$ cat config.mk
export PLATFORM = sky130hd
export DESIGN_NAME = wb_stage_ext
export DESIGN_NICKNAME = d
export VERILOG_FILES = /design/src/rtl/wb_stage_ext.sv
export SDC_FILE = /design/constraint.sdc
export NUM_CORES = 1
export LEC_CHECK = 0
export ABC_AREA = 1
export BUFFER_PORTS_ARGS = -buffer_cell sky130_fd_sc_hd__buf_4
export CAP_MARGIN = 5
export CORE_MARGIN = 4
export CORE_UTILIZATION = 40
export DETAILED_ROUTE_END_ITERATION = 10
export GPL_TIMING_DRIVEN = 0
export PLACE_DENSITY = 0.74
export SKIP_CTS_REPAIR_TIMING = 1
export SLEW_MARGIN = 20
export SYNTH_ARGS = -nofsm -noshare
export SYNTH_HDL_FRONTEND = slang
export SYNTH_SLANG_ARGS = --single-unit
$ cat constraint.sdc
create_clock -name i_clock -period 3.49 [get_ports i_clock]
set_input_delay 0.698 -clock i_clock [delete_from_list [all_inputs] [get_ports i_clock]]
set_output_delay 0.698 -clock i_clock [all_outputs]
set_load 0.01 [all_outputs]
$ cat src/rtl/wb_stage_ext.sv
// wb_stage_ext: MEM/WB latch with stall/flush, load extract/extend, wb mux, misalign flag, retired counter
module wb_stage_ext #(
  parameter int DATA_WIDTH = 32,
  parameter int REG_ADDR_WIDTH = 5,
  parameter int COUNT_WIDTH = 16
) (
  input  logic                      i_clock,
  input  logic                      i_reset,
  input  logic                      i_valid,
  input  logic                      i_stall,
  input  logic                      i_flush,
  input  logic [DATA_WIDTH-1:0]     i_dataread,
  input  logic [DATA_WIDTH-1:0]     i_address,
  input  logic [DATA_WIDTH-1:0]     i_pc_link,
  input  logic [1:0]                i_wb_sel,
  input  logic [1:0]                i_load_size,
  input  logic                      i_load_unsigned,
  input  logic                      i_regwrite,
  input  logic [REG_ADDR_WIDTH-1:0] i_rd,
  output logic [DATA_WIDTH-1:0]     o_wb_data,
  output logic [REG_ADDR_WIDTH-1:0] o_rd,
  output logic                      o_regwrite,
  output logic                      o_valid,
  output logic                      o_misaligned,
  output logic [COUNT_WIDTH-1:0]    o_retired
);
  logic                      valid_q, rw_q, uns_q;
  logic [1:0]                sel_q, size_q;
  logic [REG_ADDR_WIDTH-1:0] rd_q;
  logic [DATA_WIDTH-1:0]     dr_q, addr_q, link_q, byte_sh, half_sh, ext;
  logic [COUNT_WIDTH-1:0]    cnt;
  logic                      capture;
  assign capture = !i_flush && !i_stall;
  always_ff @(posedge i_clock or negedge i_reset)
    if (!i_reset) begin
      valid_q <= 1'b0;
      rw_q    <= 1'b0;
      uns_q   <= 1'b0;
      sel_q   <= '0;
      size_q  <= '0;
      rd_q    <= '0;
      dr_q    <= '0;
      addr_q  <= '0;
      link_q  <= '0;
      cnt     <= '0;
    end else if (i_flush) begin
      valid_q <= 1'b0;
      rw_q    <= 1'b0;
    end else if (!i_stall) begin
      valid_q <= i_valid;
      rw_q    <= i_regwrite;
      uns_q   <= i_load_unsigned;
      sel_q   <= i_wb_sel;
      size_q  <= i_load_size;
      rd_q    <= i_rd;
      dr_q    <= i_dataread;
      addr_q  <= i_address;
      link_q  <= i_pc_link;
      if (capture && i_valid) cnt <= cnt + COUNT_WIDTH'(1);
    end
  assign byte_sh = dr_q >> {addr_q[1:0], 3'b000};
  assign half_sh = dr_q >> {addr_q[1], 4'b0000};
  always_comb begin
    ext = size_q == 2'b00 ? {{(DATA_WIDTH-8){~uns_q & byte_sh[7]}}, byte_sh[7:0]} :
          size_q == 2'b01 ? {{(DATA_WIDTH-16){~uns_q & half_sh[15]}}, half_sh[15:0]} : dr_q;
    o_misaligned = valid_q && sel_q == 2'b01 &&
                   ((size_q == 2'b01 && addr_q[0]) || (size_q[1] && addr_q[1:0] != 2'b00));
    o_wb_data = sel_q == 2'b00 ? addr_q : sel_q == 2'b01 ? ext : sel_q == 2'b10 ? link_q : '0;
    o_regwrite = valid_q && rw_q && rd_q != '0 && sel_q != 2'b11 && !o_misaligned;
  end
  assign o_rd      = rd_q;
  assign o_valid   = valid_q;
  assign o_retired = cnt;
endmodule

=== Word level (Yosys, flattened, before mapping) ===
Index checks and enable logic that the tools add are counted.

* Bits in latches: 0
* Bits in registers: 124
* Memories: 0
* Logic and storage cells: 52
* ROM bits: 0
* Bits in writable memories: 0
* Output and inout bits: 56
* Input bits: 112

* Eq/ne operators: 5
* Mux-type cells: 9
* Multiply operators: 0
* Divide/modulo/power cells: 0
* $add $sub $neg: 1
* Shifts and indexed selects: 2
* Order comparisons: 0
* Reduce and logical (&&, ||, !) cells: 20
* Bitwise operators: 5

{| class="wikitable"
|+ Operator list
! kind !! count
|-
| 32-bit two-way mux || 5
|-
| 32-bit by 5-bit right shift with 16-bit output || 1
|-
| 32-bit by 5-bit right shift with 8-bit output || 1
|-
| 16-bit by 1-bit adder with 16-bit output (second input constant) || 1
|-
| 1-bit logical AND || 10
|-
| 5-bit nonzero test || 1
|-
| 2-bit by 1-bit == test with 1-bit output (second input constant) || 2
|-
| 2-bit logical NOT || 2
|-
| 1-bit two-way mux || 4
|-
| 1-bit logical NOT || 3
|-
| 1-bit NOT || 3
|-
| 3-bit AND reduction || 1
|-
| 1-bit AND || 2
|-
| 2-bit == test (second input constant) || 1
|-
| 2-bit by 1-bit != test with 1-bit output (second input constant) || 1
|-
| 2-bit != test (second input constant) || 1
|-
| 2-bit AND reduction || 1
|-
| 2-bit nonzero test || 1
|-
| 1-bit logical OR || 1
|}

=== Logic depth before layout (Yosys ltp) ===
Gate-level depths: netlist of run 1.

* Depth in word-level cells: 6
* Depth in mapped cells: 9
* Gate-level depth less buffers: 9

=== Worst setup path after synthesis of run 1 ===
OpenSTA, ideal clock, no wires.

* Path kind: reg-to-output
* From: reg addr_q[1]
* To: out o_wb_data[23]
* Arrival: 1.191 ns
* Required time: 2.792 ns
* Setup slack: 1.601 ns
* Buffers on the path: 2
* Stages on the path, launching flop included: 8
* Cell sequence: dfrtp_1 > inv_2 > buf_6 > nand2_2 > nand3_2 > nand4_4 > buf_6 > a31oi_1

* Longest elaborated chain between the ends: 6
* Elaborated cells between the ends (all ways): 8
* Classes of those cells: 2 x shift; 4 x mux; 2 x bitwise

{| class="wikitable"
|+ RTL lines
! what !! RTL line !! source
|-
| from (decl) || 30 || <nowiki>logic [DATA_WIDTH-1:0] dr_q, addr_q, link_q, byte_sh, half_sh, ext;</nowiki>
|-
| from (signal assigned) || 57 || <nowiki>addr_q <= i_address;</nowiki>
|-
| 32-bit by 5-bit right shift with 16-bit output || 62 || <nowiki>assign half_sh = dr_q >> {addr_q[1], 4'b0000};</nowiki>
|-
| 1-bit AND || 65 || <nowiki>size_q == 2'b01 ? {{(DATA_WIDTH-16){~uns_q & half_sh[15]}}, half_sh[15:0]} : dr_q;</nowiki>
|-
| 32-bit two-way mux || 65 ||
|-
| 32-bit two-way mux (*) || 64 || <nowiki>ext = size_q == 2'b00 ? {{(DATA_WIDTH-8){~uns_q & byte_sh[7]}}, byte_sh[7:0]} :</nowiki>
|-
| 32-bit two-way mux (*) (2 in a row) || 68 || <nowiki>o_wb_data = sel_q == 2'b00 ? addr_q : sel_q == 2'b01 ? ext : sel_q == 2'b10 ? link_q : '0;</nowiki>
|-
| to (decl) || 20 || <nowiki>output logic [DATA_WIDTH-1:0] o_wb_data,</nowiki>
|}

Mark *: on every way between the ends. The rest lies on a longest branch, timed or not.

=== Worst setup path in the final report of run 1 ===
* From: reg sel_q[1]
* To: out o_wb_data[3]

* Longest elaborated chain between the ends: 4
* Elaborated cells between the ends (all ways): 6
* Classes of those cells: 2 x eq/ne; 3 x mux; 1 x reduce/logical

{| class="wikitable"
|+ RTL lines
! what !! RTL line !! source
|-
| from (decl) || 28 || <nowiki>logic [1:0] sel_q, size_q;</nowiki>
|-
| from (signal assigned) || 53 || <nowiki>sel_q <= i_wb_sel;</nowiki>
|-
| 2-bit == test || 68 ||
|-
| 32-bit two-way mux (2 in a row) || 68 ||
|-
| 32-bit two-way mux (*) || 68 ||
|}

Marks and branches as above.

==> results_dict.tcl, run 1 <==
set metrics [dict create \
    grt_pass1_vias 6174 \
    viasPerCell 4.80 \
    grt_pass1_wl_um 31900 \
    syn_area_um2 6440 \
    ctsLongestPathBuffers 2 \
    dp_hpwl_um 15000 \
    ant_nets 0 \
    grt_start_max_net_pins 76 \
    crit_path_start "sel_q[1]" \
    fin_tns_setup_ps 0 \
    total_power_mw 4.48 \
    num_vias 6180 \
    syn_inst 872 \
    max-slew-margin-rel_pct 56.9 \
    setup_ws_ps 685 \
    cts_buffers 17 \
    powerDensity_nw_per_um2 525 \
    synth_cell_type_count 34 \
    fin_cells 1287 \
    place_congestion 0.881 \
    rsz0062_at_grt "no" \
    die_width_um 135 \
    post-route-period-util_pct 80.4 \
    critical-path-max-stage-delay_ps 410 \
    syn_area_per_cell_um2 7.38 \
    worstSetupPathDepth 7 \
    rows 46 \
    cts_tree "done" \
    area_growth_pct 32.4 \
    status "finished, final reports clean" \
    critPathSlowestCell "buf_1" \
    total_leakage_power_nw 4.49 \
    reg2reg_to "o_retired[9]" \
    cts.sinks 124 \
    track_usage_pct 22.6 \
    start_kind "flop" \
    grt_antenna_before_repair 0 \
    start_util_pct 40.7 \
    path_delay_family "buffers and inverters" \
    first_pass_iters 4 \
    final_common_cell "nand2_1" \
    cp_cell_sequence "inv_1 > nand2_1 > inv_1 > buf_1 > nand3_1 > nand2_1 > buf_4" \
    r2r_start "o_retired[2]" \
    ctsRootBufferMaster "clkbuf_16" \
    grt_overflow_total 0 \
    fmax_mhz 356 \
    io_pins 168 \
    max_cap_violations 0 \
    antenna_cells 0 \
    setup_viol 0 \
    required_ps 2790 \
    clk_latency_ps 420 \
    hp-class "in -> async" \
    ys_ff_latch 124 \
    endpoint_kind "output pin" \
    min_period_ps 2810 \
    drt_iter0_markers 406 \
    totalWireLength_um 19800 \
    fin_skew_ps 3.39 \
    crit_buf_inv 4 \
    yosys_warnings 0 \
    final_nets 1172 \
    path_class "reg -> out" \
    core_area_um2 15800 \
    final_cell_mix "342 x nand2_1, 167 x buf_4, 124 x dfrtp_1, 109 x inv_1, 95 x o21ai_0" \
    dieArea_um2 18200 \
    utilization_pct 53.8 \
    post-place-ws_ps 1180 \
    drv_slew 0 \
    cp_max_fo 10 \
    clk_pin_slew_ps 50 \
    port_buffers 167 \
    syn_nets 985 \
    dp_cells 1256 \
    crit_path_end "o_wb_data[3]" \
    tightest_slew_ps 647 \
    ys_seq_area_share_pct 48.2 \
    peakVddDrop_uv 320 \
    reg2reg_depth 5 \
    wl_per_cell_um 15.4 \
    die_h_um 135 \
    htreeDepth 4 \
    rrSetupSlack_ps 2080 \
    remaining_drc_errors 0 \
    layout-drive-gt1-share_pct 23.1 \
    final_hold_viol_count 0 \
    worstPathArrival_ps 2110 \
]
-- cells in the mapped netlist --
cell type | number | area (µm²)
a21oi_1 | 16 | 80.1
a31oi_1 | 1 | 6.26
buf_1 | 3 | 11.3
buf_2 | 22 | 110
buf_4 | 1 | 7.51
buf_6 | 6 | 67.6
clkbuf_1 | 14 | 52.6
clkinv_1 | 1 | 3.75
clkinv_2 | 1 | 5.00
dfrtp_1 | 124 | 3100
ha_1 | 1 | 12.5
inv_1 | 109 | 409
inv_2 | 4 | 15.0
nand2_1 | 342 | 1280
nand2_2 | 3 | 18.8
nand2_4 | 1 | 11.3
nand3_1 | 59 | 295
nand3_2 | 2 | 20.0
nand4_4 | 1 | 21.3
nor2_1 | 18 | 67.6
nor2_2 | 2 | 12.5
nor2_4 | 3 | 33.8
nor3_1 | 2 | 10.0
nor3_2 | 1 | 10.0
nor4_2 | 1 | 12.5
o211ai_1 | 4 | 30.0
o211ai_2 | 1 | 12.5
o21ai_0 | 95 | 475
o21ai_1 | 1 | 5.00
o221ai_1 | 1 | 8.76
o22ai_1 | 21 | 131
o31ai_1 | 1 | 7.51
xnor2_1 | 7 | 61.3
xor2_1 | 3 | 26.3
-- per-layer routing --
layer / GRT usage (%) / part of all wire [%] / vias to the layer above
li1: - / - / 3104
met1: 30.3 / 45 / 2850
met2: 35.9 / 46 / 199
met3: 5.74 / 6.5 / 27
met4: 7.69 / 1.8 / 0
met5: 0 / 0 / -
-- cells by family (layout without fill, tap and decap cells) --
kind of cell | Yosys count | count (layout) | share of synthesized area, %
adders and majority gates | 1 | 1 | 0.194
buffers and inverters | 161 | 360 | 10.6
and+or+nand+nor | 435 | 435 | 27.9
xor gates and xnor gates | 10 | 10 | 1.36
AOI/OAI and AO/OA | 141 | 141 | 11.8
DFF | 124 | 124 | 48.2
-- flip-flops by register name, summed over array words and instances (netlist names) --
signal,cells
rw_q,1
uns_q,1
addr_q,32
dr_q,32
o_rd,5
o_valid,1
size_q,2
link_q,32
sel_q,2
o_retired,16
-- how the worst min path moves through the flow --
stage | from | endpoint | slack [ps] | cells after the start
after floorplan | i_reset | addr_q[0] | 400 | 0
after global placement | link_q[13] | link_q[13] | 450 | 2
after detailed placement | addr_q[14] | addr_q[14] | 460 | 2
after CTS | i_reset | addr_q[19] | 220 | 1
after global routing | i_reset | addr_q[19] | 250 | 1
final | i_reset | addr_q[19] | 220 | 1
-- area by class of cell --
cell class | count | area (µm²)
timing repair buffer | 168 | 1280
inverter | 115 | 433
tap | 216 | 270
fill | 1565 | 7300
clock buffer | 22 | 484
buffer | 46 | 249
clock inverter | 9 | 45.0
multi-input combinational | 587 | 2650
sequential | 124 | 3100
-- stage by stage --
stage,cell area (µm²),hold WS (ps)
after floorplan,6440,402
after global placement,7960,453
after detailed placement,7990,458
after CTS,8520,224
after global routing,8520,248
final,8520,220
-- power breakdown --
group | leakage (nW) | switching (mW) | internal [mW]
clock | 0.275 | 0.620 | 0.965
sequential | 1.55 | 0.124 | 1.62
combinational | 2.66 | 0.658 | 0.487
total | 4.49 | 1.40 | 3.07
No activity file was read; power rests on OpenSTA's default activity.
==> inputs of run 2 (changes only) <==
Settings changed: ABC_AREA 1 to 0, PLACE_DENSITY 0.74 to 0.75.
Clock period 3.49 ns to 2.7 ns, I/O delays scaled along.
==> run 2 against run 1 <==
Global-route usage barely moved. Synthesized cell count fell by 19%. Die area fell by 4.5%. Final cell count fell by 15%. Register-to-register slack got worse by 910 ps. Count of clock-buffer cells in the layout rose by 2. Total power rose by 35%. Routed wire length fell by 2.4%. Setup slack got worse by 610 ps. Critical path type unchanged. Largest power group unchanged.
==> results_dict.tcl, run 2 <==
set metrics [dict create \
    grt_antenna_before_repair 0 \
    setup_ws_ps 78.1 \
    rsz0062_at_grt "no" \
    post-route-period-util_pct 97.1 \
    crit_buf_inv 1 \
    syn_nets 821 \
    yosysMostFrequentCell "nand2_1" \
    drt_iter0_markers 451 \
    path_class "reg -> out" \
    powerDensity_nw_per_um2 729 \
    yosys.area.top_type_share_pct 50.6 \
    fin_cells 1091 \
    ctsRootBufferMaster "clkbuf_16" \
    remaining_drc_errors 0 \
    final_hold_viol_count 0 \
    tightest_slew_ps 722 \
    syn_inst 708 \
    totalWireLength_um 19300 \
    grt_pass1_vias 5692 \
    endpoint_kind "output pin" \
    ys_ff_latch 124 \
    die_h_um 132 \
    synth_commonest_cells "310 x nand2_1, 124 x dfrtp_1, 25 x o21ai_0, 20 x buf_2, 20 x clkbuf_1" \
    yosys_warnings 0 \
    fmax_mhz 381 \
    port_buffers 167 \
    start_util_pct 41.6 \
    cts_tree "done" \
    rrSetupSlack_ps 1170 \
    grt_start_max_net_pins 65 \
    viasPerCell 5.19 \
    hold_slack_ps 103 \
    dp_hpwl_um 14300 \
    final_nets 1009 \
    place_congestion 0.917 \
    critical-path-max-stage-delay_ps 490 \
    clk_latency_ps 420 \
    dieArea_um2 17400 \
    cts.sinks 124 \
    io_pins 168 \
    required_ps 2160 \
    htreeDepth 4 \
    worstPathArrival_ps 2080 \
    min_period_ps 2620 \
    fin_skew_ps 3.38 \
    setup_viol 0 \
    ant_nets 0 \
    path_delay_family "multiplexers" \
    syn_area_per_cell_um2 8.66 \
    core_area_um2 14800 \
    grt_overflow_total 0 \
    ys_seq_area_share_pct 50.6 \
    die_width_um 132 \
    area_growth_pct 34.8 \
    ctsLongestPathBuffers 2 \
    hp-class "in -> async" \
    utilization_pct 56.0 \
    max-slew-margin-rel_pct 51.9 \
    wl_per_cell_um 17.7 \
    layout-drive-gt1-share_pct 26.7 \
    synth_edf_count 0 \
    final_common_cell "nand2_1" \
    max_cap_violations 0 \
    peakVddDrop_uv 465 \
    track_usage_pct 22.6 \
    first_pass_iters 5 \
    num_vias 5664 \
    post-place-ws_ps 248 \
    start_kind "flop" \
    synth_top_area_cell "dfrtp_1" \
    drv_slew 0 \
    status "finished, final reports clean" \
    cts_buffers 17 \
    synthTopCellsByArea "dfrtp_1 51%, nand2_1 19%, mux4_2 3.3%" \
    final_cell_mix "309 x nand2_1, 170 x buf_4, 124 x dfrtp_1, 25 x o21ai_0" \
    total_leakage_power_nw 4.22 \
    grt_pass1_wl_um 30800 \
    critPathSlowestCell "mux4_2" \
    ys.flop_type "dfrtp_1" \
    rows 44 \
    largestRegisters "addr_q x32, dr_q x32, link_q x32" \
    clk_pin_slew_ps 50 \
    total_power_mw 6.02 \
    syn_area_um2 6130 \
    n_fill_cell 1361 \
    cp_max_fo 5 \
    async_flop_share_pct 100 \
    dp_cells 1060 \
    cp_cell_sequence "mux4_2 > nand2_1 > nor3_1 > a211o_1 > buf_4" \
    synth_cell_type_count 45 \
    antenna_cells 0 \
]
-- run 2: cell count changes in the layout (fill, tap and decap cells not counted), sizes merged, moves of 15 or more --
cell and delta:
a22o +15, inv -95, nand2 -36, nand3 -54
nor2b +18, o21ai -69
-- run 2: final timing paths --
kind | depth (start not counted) | to | startpoint
setup / recovery | 5 | o_wb_data[15] | dr_q[31]
hold / removal | 1 | link_q[1] | i_reset
setup reg to reg | 5 | sel_q[0] | sel_q[0]
hold reg to reg | 2 | addr_q[26] | addr_q[26]
max in group asynchronous | 2 | addr_q[16] | i_reset
min in group i_clock | 2 | rw_q | i_flush
-- run 2: final cells by class --
type                       count  area, µm²  area share [%]
clock inverter                 6       85.1            1.03
sequential                   124       3100            37.5
multi-input combinational    517       2750            33.2
clock buffer                  24        502            6.07
tap                          184        230            2.78
buffer                        49        240            2.91
inverter                      18       67.6           0.817
timing repair buffer         169       1290            15.6
-- run 2: routing by layer --
layer | global-route usage, % | vias up | routed length (µm)
met5 | 0 | - | 0
met4 | 6.83 | 0 | 402
met3 | 8.02 | 31 | 1700
met2 | 35.4 | 247 | 9050
met1 | 29.7 | 2671 | 8180
li1 | - | 2715 | -
-- run 2: cells by family after synthesis --
logic type / Yosys count / share of synthesized area, %
mux: 19 / 4.96
buf+inv: 67 / 4.75
xor+xnor: 15 / 2.14
fa+ha+maj: 1 / 0.204
simple gates: 374 / 25.0
flops: 124 / 50.6
compound gates: 108 / 12.4
-- run 2: stage by stage --
step	TNS, ps	cell area [µm²]
floorplan	0	6130
global placement	0	7620
detailed placement	0	7650
CTS	-1960	8240
global route	0	8270
finish	0	8270
-- run 2: power breakdown --
part	switching, mW	internal [mW]	leakage [nW]
Sequential	0.222	2.10	1.55
Combinational	0.747	0.690	2.39
Clock	0.797	1.47	0.284
==> inputs of run 3 (changes only) <==
Settings changed: GPL_TIMING_DRIVEN 0 to not set, PLACE_DENSITY 0.75 to not set.
==> run 3 against run 2 <==
Final area fell by 0.42%. Non-clock buffer count fell by 33. Maximum frequency rose by 0.76%. Largest cell class unchanged. Largest power group is now clock. Highest routed layer unchanged.
==> results_dict.tcl, run 3 (synthesis results as in run 2) <==
set metrics [dict create \
    max_cap_violations 0 \
    fin_cells 1060 \
    ctsRootBufferMaster "clkbuf_16" \
    power_switching_mw 1.82 \
    rrSetupSlack_ps 1190 \
    critical-path-max-stage-delay_ps 510 \
    final_common_cell "nand2_1" \
    track_usage_pct 22.1 \
    start_util_pct 41.6 \
    powerDensity_nw_per_um2 758 \
    power_frac_comb_pct 22.3 \
    max-slew-margin-rel_pct 53.0 \
    crit_buf_inv 2 \
    met3_usage_pct 5.57 \
    grt_pass1_vias 5819 \
    rows 44 \
    rsz0062_at_grt "no" \
    n_fill_cell 1380 \
    required_ps 2160 \
    clk_pin_slew_ps 60 \
    fmax_mhz 384 \
    port_buffers 167 \
    clkPwrFrac_pct 40.0 \
    area_growth_pct 34.2 \
    fin_skew_ps 3.11 \
    viasPerCell 5.29 \
    status "finished, final reports clean" \
    grt_pass1_wl_um 30600 \
    dp_cells 1028 \
    core_area_um2 14800 \
    die_width_um 132 \
    cts_buffers 17 \
    largestRegisters "addr_q x32, dr_q x32, link_q x32" \
    dp_hpwl_um 13600 \
    place_congestion 0.849 \
    final_hold_viol_count 0 \
    start_kind "flop" \
    first_pass_iters 5 \
    hp-class "in -> async" \
    wl_per_cell_um 17.8 \
    internal-power_mw 4.42 \
    hold_slack_ps 190 \
    tightest_slew_ps 705 \
    critPathSlowestCell "dfrtp_1" \
    die_h_um 132 \
    final_nets 976 \
    total_leakage_power_nw 4.17 \
    switching_share_pct 29.1 \
    use_met1_pct 28.7 \
    busiest_layer "met2" \
    dieArea_um2 17400 \
    clk_latency_ps 430 \
    ant_nets 0 \
    setup_viol 0 \
    path_delay_family "simple AND/OR/NAND/NOR gates" \
    drt_iter0_markers 514 \
    min_period_ps 2600 \
    final_cell_mix "309 x nand2_1, 182 x buf_4, 122 x dfrtp_1, 25 x o21ai_0" \
    io_pins 168 \
    multi_input_area_um2 2760 \
    antenna_cells 0 \
    cts_tree "done" \
    layout-drive-gt1-share_pct 27.4 \
    grtUsageMet2_pct 36.8 \
    cp_max_fo 11 \
    grt_overflow_total 0 \
    worstPathArrival_ps 2060 \
    post-route-period-util_pct 96.4 \
    total_power_mw 6.24 \
    crit_top_cell "buf_4" \
    htreeDepth 4 \
    seqCellArea_um2 3110 \
    cp_cell_sequence "nand2b_1 > buf_4 > nor4_1 > buf_4" \
    grt_start_max_net_pins 125 \
    totalWireLength_um 18800 \
    drv_slew 0 \
    grt_antenna_before_repair 0 \
    cts.sinks 124 \
    endpoint_kind "output pin" \
    remaining_drc_errors 0 \
    utilization_pct 55.8 \
    num_vias 5606 \
    peakVddDrop_uv 477 \
    path_class "reg -> out" \
    ctsLongestPathBuffers 2 \
    p_seq_share_pct 37.6 \
]
## run 3: path summary, 6_finish.rpt
check,from,end,cells after the start
max,sel_q[1],o_misaligned,4
min,i_reset,link_q[8],2
max reg2reg,o_retired[0],o_retired[14],5
min reg2reg,addr_q[25],addr_q[25],2
max in group asynchronous,i_reset,addr_q[9],2
min in group i_clock,i_address[25],addr_q[25],3
## run 3: area by class of cell
cell class	count	area share, %
inverters	18	0.821
well taps	184	2.80
multi-input cells	517	33.6
clock inverters	15	2.69
flip-flops and latches	124	37.7
clock buffers	17	5.17
repair buffers	185	17.2
## run 3: power by group through the flow
stage	Sequential, mW	Clock [mW]	Combinational [mW]
6_report	2.35	2.50	1.39
5_1_grt	2.38	2.63	1.53
4_1_cts	2.35	2.54	1.40
3_5_place_dp	2.38	0	1.39
3_3_place_gp	2.36	0	1.37
2_1_floorplan	2.29	0	0.779
## run 3: layer usage
metal / vias up / wire, µm
met5: - / 0
met4: 0 / 297
met3: 30 / 1140
met2: 207 / 9360
met1: 2707 / 8050
li1: 2662 / -
## run 3: through the flow
stage	cell area, µm²	setup slack, ps	setup TNS [ps]
after floorplan	6130	792	0
final	8230	97.8	0
after CTS	8210	-137	-1040
after global placement	7560	374	0
after global routing	8230	8.20	0
after detailed placement	7560	316	0
